$ cat config.mk
export PLATFORM = sky130hd
export DESIGN_NAME = seg7_scan_ctrl
export DESIGN_NICKNAME = d
export VERILOG_FILES = /design/src/rtl/seg7_pkg.sv /design/src/rtl/seg7_decode.sv /design/src/rtl/seg7_scan_ctrl.sv
export SDC_FILE = /design/constraint.sdc
export NUM_CORES = 1
export LEC_CHECK = 0
export BUFFER_PORTS_ARGS = -buffer_cell sky130_fd_sc_hd__clkbuf_2
export CORE_MARGIN = 4
export CORE_UTILIZATION = 40
export CTS_CLUSTER_DIAMETER = 80
export CTS_CLUSTER_SIZE = 14
export DETAILED_ROUTE_END_ITERATION = 8
export GPL_TIMING_DRIVEN = 0
export MAX_ROUTING_LAYER = met4
export PLACE_DENSITY = 0.69
export SYNTH_ARGS = -nofsm -noshare
export SYNTH_HDL_FRONTEND = slang
export SYNTH_HIERARCHICAL = 1
export SYNTH_SLANG_ARGS = --single-unit
$ cat constraint.sdc
create_clock -name clk -period 9.9 [get_ports clk]
set_clock_uncertainty 0.15 [all_clocks]
set_input_delay 0.99 -clock clk [delete_from_list [all_inputs] [get_ports clk]]
set_output_delay 0.99 -clock clk [all_outputs]
set_load 0.01 [all_outputs]
$ cat src/rtl/seg7_pkg.sv
// Shared constants and types for the 8-digit seven-segment scan controller.
// Segment patterns are active low, bit order {g,f,e,d,c,b,a}.
package seg7_pkg;

   localparam logic [6:0] SEG_BLANK = 7'h7F;
   localparam logic [7:0] AN_OFF    = 8'hFF;

   // 0-9 then A,b,C,d,E,F so out-of-range BCD still renders a hex glyph
   localparam logic [0:15][6:0] SEG_TABLE = '{
      7'h40, 7'h79, 7'h24, 7'h30, 7'h19, 7'h12, 7'h02, 7'h78,
      7'h00, 7'h10, 7'h08, 7'h03, 7'h46, 7'h21, 7'h06, 7'h0E
   };

   typedef enum logic {
      GUARD = 1'b0,
      DRIVE = 1'b1
   } scan_state_t;

endpackage

$ cat src/rtl/seg7_decode.sv
// Nibble to active-low seven-segment pattern lookup.
module seg7_decode
   import seg7_pkg::*;
(
   input  logic [3:0] i_nibble,
   output logic [6:0] o_seg
);

   assign o_seg = SEG_TABLE[i_nibble];

endmodule

$ cat src/rtl/seg7_scan_ctrl.sv
// Time-multiplexed scan of an 8-digit common-anode display with per-slot
// anti-ghost guard, brightness PWM and a once-per-frame input snapshot.
//
//   state | meaning
//   ------+-------------------------------------------------------------
//   GUARD | all anodes off at the start of a slot
//   DRIVE | digit idx lit for the first ON_LEN cycles, dark for the rest
module seg7_scan_ctrl
   import seg7_pkg::*;
#(
   parameter int CLK_HZ       = 100_000_000,
   parameter int DIGIT_HZ     = 8_000,
   parameter int GUARD_CYCLES = 1_000
) (
   input  logic        clk,
   input  logic        rst_n,
   input  logic [31:0] digits_in,
   input  logic [7:0]  digit_en,
   input  logic [7:0]  dp_in,
   input  logic [2:0]  bright,
   output logic [7:0]  an,
   output logic [6:0]  seg,
   output logic        dp,
   output logic        frame_tick
);

   localparam int SLOT_LEN  = CLK_HZ / DIGIT_HZ;
   localparam int DRIVE_LEN = SLOT_LEN - GUARD_CYCLES;
   localparam int CW        = $clog2(SLOT_LEN);

   localparam logic [CW-1:0] CNT_ONE    = CW'(1);
   localparam logic [CW-1:0] CNT_LAST   = CW'(SLOT_LEN - 1);
   localparam logic [CW-1:0] GUARD_LAST = CW'(GUARD_CYCLES - 1);
   localparam logic [CW-1:0] GUARD_LEN  = CW'(GUARD_CYCLES);

   if (GUARD_CYCLES < 1 || GUARD_CYCLES >= SLOT_LEN || DRIVE_LEN < 8) begin : g_bad_params
      $error("seg7_scan_ctrl: GUARD_CYCLES must be in [1, SLOT) and leave at least 8 drive cycles");
   end

   scan_state_t   r_state,  w_nxt_state;
   logic [CW-1:0] r_cnt,    w_nxt_cnt;
   logic [2:0]    r_idx,    w_nxt_idx;
   logic [CW-1:0] r_on_len, w_nxt_on_len;
   logic          r_run;
   logic          w_snap;
   logic [CW-1:0] w_on_len_new;
   logic [CW-1:0] w_drv_pos;

   logic [31:0]   r_sh_digits;
   logic [7:0]    r_sh_en;
   logic [7:0]    r_sh_dp;

   logic [3:0]    w_nibble;
   logic [6:0]    w_dec_seg;
   logic [7:0]    w_nxt_an;
   logic [6:0]    w_nxt_seg;
   logic          w_nxt_dp;

   logic [7:0]    r_an;
   logic [6:0]    r_seg;
   logic          r_dp;
   logic          r_frame_tick;

   assign w_on_len_new = CW'(((int'(bright) + 1) * DRIVE_LEN) >> 3);

   // First edge after reset release only takes the snapshot; the slot
   // counter starts from there so every frame is exactly 8 slots long.
   always_comb begin
      w_nxt_state  = r_state;
      w_nxt_cnt    = r_cnt;
      w_nxt_idx    = r_idx;
      w_nxt_on_len = r_on_len;
      w_snap       = 1'b0;
      if (!r_run) begin
         w_snap = 1'b1;
      end else begin
         w_nxt_cnt = r_cnt + CNT_ONE;
         case (r_state)
            GUARD: begin
               if (r_cnt == GUARD_LAST) begin
                  w_nxt_state  = DRIVE;
                  w_nxt_on_len = w_on_len_new;
               end
            end
            DRIVE: begin
               if (r_cnt == CNT_LAST) begin
                  w_nxt_state = GUARD;
                  w_nxt_cnt   = '0;
                  w_nxt_idx   = r_idx + 3'd1;
                  w_snap      = (r_idx == 3'd7);
               end
            end
         endcase
      end
   end

   assign w_nibble  = r_sh_digits[{w_nxt_idx, 2'b00} +: 4];
   assign w_drv_pos = w_nxt_cnt - GUARD_LEN;

   seg7_decode u_decode (
      .i_nibble (w_nibble),
      .o_seg    (w_dec_seg)
   );

   // Outputs are computed from the next position so anode and segments
   // land on the same edge as the state they belong to.
   always_comb begin
      w_nxt_an  = AN_OFF;
      w_nxt_seg = SEG_BLANK;
      w_nxt_dp  = 1'b1;
      if (w_nxt_state == DRIVE && w_drv_pos < w_nxt_on_len && r_sh_en[w_nxt_idx]) begin
         w_nxt_an  = ~(8'd1 << w_nxt_idx);
         w_nxt_seg = w_dec_seg;
         w_nxt_dp  = ~r_sh_dp[w_nxt_idx];
      end
   end

   always_ff @(posedge clk or negedge rst_n) begin
      if (!rst_n) begin
         r_state      <= GUARD;
         r_cnt        <= '0;
         r_idx        <= '0;
         r_on_len     <= '0;
         r_run        <= 1'b0;
         r_sh_digits  <= '0;
         r_sh_en      <= '0;
         r_sh_dp      <= '0;
         r_an         <= AN_OFF;
         r_seg        <= SEG_BLANK;
         r_dp         <= 1'b1;
         r_frame_tick <= 1'b0;
      end else begin
         r_state      <= w_nxt_state;
         r_cnt        <= w_nxt_cnt;
         r_idx        <= w_nxt_idx;
         r_on_len     <= w_nxt_on_len;
         r_run        <= 1'b1;
         r_frame_tick <= w_snap;
         if (w_snap) begin
            r_sh_digits <= digits_in;
            r_sh_en     <= digit_en;
            r_sh_dp     <= dp_in;
         end
         r_an  <= w_nxt_an;
         r_seg <= w_nxt_seg;
         r_dp  <= w_nxt_dp;
      end
   end

   assign an         = r_an;
   assign seg        = r_seg;
   assign dp         = r_dp;
   assign frame_tick = r_frame_tick;

endmodule

# Word-level counts from Yosys, hierarchy flattened
# Memories as Yosys holds them, arrays and structs flattened.
# Cells that the tools add are included.
dict set report totals {
  elab_cells 57
  ff_bits 98
  output_inout_bits 17
  in_bits 53
  romBits 112
  memories 1
}
# memory words width rd rd_clocked_by_memory_dff write_ports line_no
set memory_table {}
lappend memory_table {{(no name shown)} 16 7 1 0 0 seg7_decode.sv:9} ;# assign o_seg = SEG_TABLE[i_nibble];
dict set report op_classes {
  n_eq_ne 3
  bitwise_logic 4
  shift 2
  magnitude_cmp 3
  addsub 4
  n_mux 25
  n_reduce_logical 2
  multipliers 1
}
# operator n
set op_table {}
lappend op_table {{$mux W14} 6}
lappend op_table {{$shiftx A32 B6 Y4} 1}
lappend op_table {{$mux W7} 3}
lappend op_table {{$mul A4 B12 Y15 const B} 1}
lappend op_table {{$add A14 B1 Y14 const B} 1}
lappend op_table {{$eq A14 B10 Y1 const B} 1}
lappend op_table {{$eq A14 B14 Y1 const B} 1}
lappend op_table {{$lt A14 B14 Y1} 1}
lappend op_table {{$sub A14 B10 Y14 const B} 1}
lappend op_table {{$mux W1} 9}
lappend op_table {{$mux W3} 3}
lappend op_table {{$mux W8} 1}
lappend op_table {{$not A8 Y8} 1}
lappend op_table {{$shl A1 B3 Y8 const A} 1}
lappend op_table {{$bmux W1 S3} 2}
lappend op_table {{$ge A5 B5 Y1 const B} 1}
lappend op_table {{$not A4 Y5} 1}
lappend op_table {{$add A3 B1 Y4 const B} 1}
lappend op_table {{$lt A3 B4 Y1 const B} 1}
lappend op_table {{$add A3 B1 Y3 const B} 1}
lappend op_table {{$eq A3 B3 Y1 const B} 1}
lappend op_table {{$logic_and A1 B1 Y1} 2}
lappend op_table {{$not A1 Y1} 2}
lappend op_table {{$pmux W1 S2} 1}

# Logic depth before layout (Yosys ltp)
dict set report logic_depth {
  ltp_word 10
  ltp_mapped 23
  depth_no_buf 22
}

# Modules after synthesis
# Netlist, hierarchy kept.
# module n_inst seq_area_each_um2 area_per_inst_um2 cells_per_inst
set by_module_without_submodules {}
lappend by_module_without_submodules {seg7_scan_ctrl 1 2472.4 5637.9 521}
lappend by_module_without_submodules {seg7_decode 1 0.0 247.7 35}

# Worst setup path after synthesis
# No wires, ideal clock.
dict set report synth_timing {
  path_type {input port to flip-flop}
  start {input port bright[0]}
  end {register r_seg[0] (netlist: seg[0])}
  setup_time_ns 0.082
  t_required_ns 9.668
  path_slack_ns 4.356
  stages 21
  n_path_buf 1
  arrival_ns 5.312
  path_cell_list {ha_1 -> xor2_1 -> inv_1 -> fa_1 -> ha_1 -> ha_1 -> nor3_1 -> a211oi_1 -> a31o_2 -> a31oi_1 -> xor2_1 -> o21ai_0 -> inv_1 -> ha_1 -> and4_1 -> a311oi_1 -> a21oi_1 -> a211oi_1 -> o211ai_2 -> buf_2 -> or2_1}
}
dict set report synth_via {
  elab_chain_cells 9
}
# item line_no
set synth_rtl {}
lappend synth_rtl {{from (decl)} seg7_scan_ctrl.sv:20} ;# input logic [2:0] bright,
lappend synth_rtl {{$add A3 B1 Y4} seg7_scan_ctrl.sv:64} ;# assign w_on_len_new = CW'(((int'(bright) + 1) * DRIVE_LEN) >> 3);
lappend synth_rtl {{$mul A4 B12 Y15} seg7_scan_ctrl.sv:64}
lappend synth_rtl {{$mux W14} seg7_scan_ctrl.sv:80} ;# if (r_cnt == GUARD_LAST) begin
lappend synth_rtl {{$mux W14} seg7_scan_ctrl.sv:78} ;# case (r_state)
lappend synth_rtl {{$mux W14} seg7_scan_ctrl.sv:74} ;# if (!r_run) begin
lappend synth_rtl {{net w_nxt_on_len[11]} seg7_scan_ctrl.sv:43} ;# logic [CW-1:0] r_on_len, w_nxt_on_len;
lappend synth_rtl {{$lt A14 B14 Y1} seg7_scan_ctrl.sv:111} ;# if (w_nxt_state == DRIVE && w_drv_pos < w_nxt_on_len && r_sh_en[w_nxt_idx]) begin
lappend synth_rtl {{$logic_and A1 B1 Y1 (2 in a row)} seg7_scan_ctrl.sv:111}
lappend synth_rtl {{$mux W7} seg7_scan_ctrl.sv:111}
lappend synth_rtl {{net w_nxt_seg[0]} seg7_scan_ctrl.sv:56} ;# logic [6:0] w_nxt_seg;
lappend synth_rtl {{to (signal assigned)} seg7_scan_ctrl.sv:145} ;# r_seg <= w_nxt_seg;
lappend synth_rtl {{to (decl)} seg7_scan_ctrl.sv:60} ;# logic [6:0] r_seg;
# The timed path passes the listed nets, and every way through them passes these cells.
# A chain may end at the register's enable or synchronous reset.

# Final worst setup path
dict set report layout_timing {
  start {input port bright[0]}
  end {register r_seg[5] (netlist: seg[5])}
}
# Same word-level chain as after synthesis.

==> impl_metrics.yaml <==
floorplan:
  die_x_um: 129
  start_util_pct: 40.6
  die_area_um2: 16700
  die_h_um: 129
  rows: 44
  design.core.area_um2: 14500
  ioPinCount: 70
worst_setup_path:
  slowest_delay_ns: 0.68
  r2r_cells: 13
  r2r_start: "r_cnt[3]"
  worst_ep_arrival_time_ns: 6.12
  path_buf_inv: 3
  rrSetupSlack_ns: 5.19
  critPathCaptureType: "flip-flop"
  worstPathRequired_ns: 10.04
  slowest_stage: "fa_1"
  critical_path_class: "in -> reg"
  crit_fanout: 10
  crit_path_start_kind: "input port"
  critPathCapture: "seg[5]"
  crit_cells: 21
  critPathMostFrequentCell: "ha_1"
  crit_chain: "clkbuf_2 > ha_1 > xor2_1 > ha_1 > fa_1 > ha_1 > a21oi_1 > a211oi_1 > a31o_2 > a31oi_1 > xor2_1 > o21ai_0 > inv_1 > ha_1 > and4_1 > a311oi_1 > a21oi_1 > a211oi_1 > o211ai_2 > buf_2 > or2_1"
  r2r-end: "seg[3]"
  critical_path.startpoint: "bright[0]"
  crit_family: "compound AO/OA/AOI/OAI gates"
cells_and_area:
  antennaDiodeCount: 0
  area_growth_pct: 15.4
  final_nets: 741
  num-fill-cells: 1351
  seq_area_um2: 2470
  finalInstanceArea_um2: 6790
  multiInputGateArea_um2: 3180
  drive_gt1_share_pct: 28.8
grt:
  antenna_found_initial: 0
  grt_pass1_wl_um: 21800
  grt_usage_pct: 16.7
  first_global_vias: 4569
  grt_overflow: 0
  grt_max_degree: 58
routing:
  drtAntennaViolNets: 0
  finalWirelength_um: 13100
  avgViaCountPerCell: 5.32
  drt_iter0_drc: 263
  firstDrtPassIters: 5
  drc: 0
  wl_per_cell_um: 15.8
  vias: 4396
clocking:
  cts-hold-fix-buffers: 0
  clockRootBuffer: "clkbuf_16"
  clk_latency_ns: 0.36
  clock_sinks: 98
  path_clk_slew_ns: 0.07
  numCtsBuffers: 9
  cts.htree.levels: 3
  cts_tree: "built"
  post_cts_buffers: 0
  cts.path.max_buffers: 2
  cts_resized: 0
logic_synthesis:
  synth_xor_area_share_pct: 5.21
  synthTopCellsByArea: "dfrtp_1 (35%), mux2_2 (11%), ha_1 (10%)"
  synth-edff-count: 0
  syn_nets: 660
  async_flop_share_pct: 100
  synthAdderAreaFrac_pct: 11.2
  synth_top_family_by_area: "multiplexers"
  syn_inst: 556
  ys_ff_latch: 98
  ys.warnings.count: 6
  syn_area_um2: 5890
  avgSynthCellArea_um2: 10.6
  yosys.area_share.simple_pct: 12.9
  synth_most_common_cell: "dfrtp_1"
  synth.yosys.seq_area_share_pct: 42.0
  synth_compound_area_share_pct: 10.6
  synthTopCellsByCount: "dfrtp_1 (82), mux2_2 (57), ha_1 (48)"
  yosysUniqueCellTypes: 61
  synthMuxAreaShare_pct: 13.9
  ys.flop_type: "dfrtp_1"
  synth_top_area_share_pct: 34.9
  synth_top_area_cell: "dfrtp_1"
power_and_ir_drop:
  power.density_nw_per_um2: 163
  p_comb_share_pct: 24.4
  ir_worst_vdd_uv: 141
  seqPwrFrac_pct: 42.4
  p_sw_share_pct: 30.5
  switchingPower_uw: 337
  p_int_uw: 769
  power_leakage_uw: 0.00325
  clockPowerShare_pct: 33.2
hold_path:
  hp-class: "reg -> reg"
  min_path_cells: 2
status:
  outcome: "finished clean"
sta:
  tightestPinTransition_ns: 0.787
  clock.fmax_mhz: 167
  report.final.slew_viol_count: 0
  fin_crit_sh_pct: 60.4
  hold_viol: 0
  rsz0062_at_grt: "false"
  finalSetupViolCount: 0
  final.setup.tns_ns: 0
  slew-limit-headroom_pct: 47.6
  finalCriticalPeriod_ns: 5.98
run:
  max_cap_violations: 0
placement:
  port_buffers: 69
  gp_congestion: 0.881
  place_area_um2: 6480
  dp.final_hpwl_um: 10100
## logic make-up (layout without fill, tap and decap cells)
kind of cell / after synthesis / after routing
AO/OA/AOI/OAI: 92 / 92
XOR/XNOR: 35 / 35
adder cells (fa/ha/maj): 51 / 51
buffers and inverters: 58 / 144
flip-flops: 98 / 98
multiplexers: 73 / 73
other: 1 / 1
AND/OR/NAND/NOR: 148 / 148
## registers in the layout (all words and copies together), names as in the netlist
| name | cells |
|---|---|
| r_sh_dp | 8 |
| r_idx | 3 |
| r_on_len | 14 |
| r_run | 1 |
| seg | 7 |
| r_state | 1 |
| frame_tick | 1 |
| dp | 1 |
| r_cnt | 14 |
| an | 8 |
| r_sh_digits | 32 |
| r_sh_en | 8 |
## worst register-to-register path, cell delays in order, from the launching register on
cell     delay, ns
dfrtp_1       0.43
or4b_4        0.59
nor4_1        0.67
nand4_1       0.34
o21ai_0       0.61
a32o_1        0.21
nor3_1        0.08
a21oi_1       0.36
inv_1         0.22
ha_1          0.24
or2_2         0.29
a21oi_1       0.18
a31oi_1       0.05
or2_1         0.23
## power by group through the flow
stage / Sequential [uW] / Clock (uW) / Combinational, uW
6_report: 469 / 367 / 270
4_1_cts: 468 / 375 / 273
5_1_grt: 473 / 394 / 307
2_1_floorplan: 466 / 0 / 200
3_5_place_dp: 476 / 0 / 270
3_3_place_gp: 473 / 0 / 259
## final cells by class
| type | instances | share of cell area [%] |
|---|---|---|
| plain buffers | 21 | 1.46 |
| clock buffers | 10 | 3.52 |
| clock inverters | 6 | 1.03 |
| inverters | 37 | 2.04 |
| multi-input cells | 400 | 46.7 |
| flip-flops and latches | 98 | 36.4 |
| well taps | 184 | 3.39 |
| repair buffers | 70 | 5.42 |
## worst min-delay path by stage
| stage | from | end |
|---|---|---|
| after detailed placement | r_on_len[13] | r_on_len[13] |
| after global routing | r_sh_digits[30] | r_sh_digits[30] |
| final | r_on_len[12] | r_on_len[12] |
| after global placement | r_on_len[12] | r_on_len[12] |
| after floorplan | r_on_len[12] | r_on_len[12] |
| after CTS | r_on_len[13] | r_on_len[13] |
## per-stage QoR
stage / instances / worst slack (ns) / hold slack (ns) / utilization (%) / power, uW
3_3_place_gp: 809 / 3.70 / 0.310 / 44.6 / 732
5_1_grt: 826 / 3.68 / 0.377 / 46.9 / 1180
4_1_cts: 826 / 3.96 / 0.343 / 46.9 / 1120
6_report: 826 / 3.92 / 0.339 / 46.9 / 1110
3_5_place_dp: 810 / 3.59 / 0.328 / 44.8 / 746
2_1_floorplan: 556 / 4.36 / 0.294 / - / 666
## per-layer routing
metal,up-vias,track usage (%),wire (um)
li1,2129,-,-
met1,2143,22.2,6030
met2,110,26.0,6250
met3,14,4.20,639
met4,0,3.52,130
met5,-,-,0
## layout by cell type, fill, tap and decap left out, types with 6 or more instances in the layout
cell        n
dfrtp_1    82
clkbuf_2   68
mux2_2     57
ha_1       48
nand2_1    40
inv_1      36
nor2_1     23
o21ai_0    22
xor2_1     19
a21oi_1    19
xnor2_1    16
dfstp_2    16
nand3_1    14
nor3_1     14
mux2i_1    14
clkbuf_1   11
clkbuf_16   9
buf_2       7
and3_1      7
or3_1       7
or2_1       7
or2_2       6
a21o_1      6
a211oi_1    6
nor2b_1     6
No activity file was read; power rests on OpenSTA's default activity.
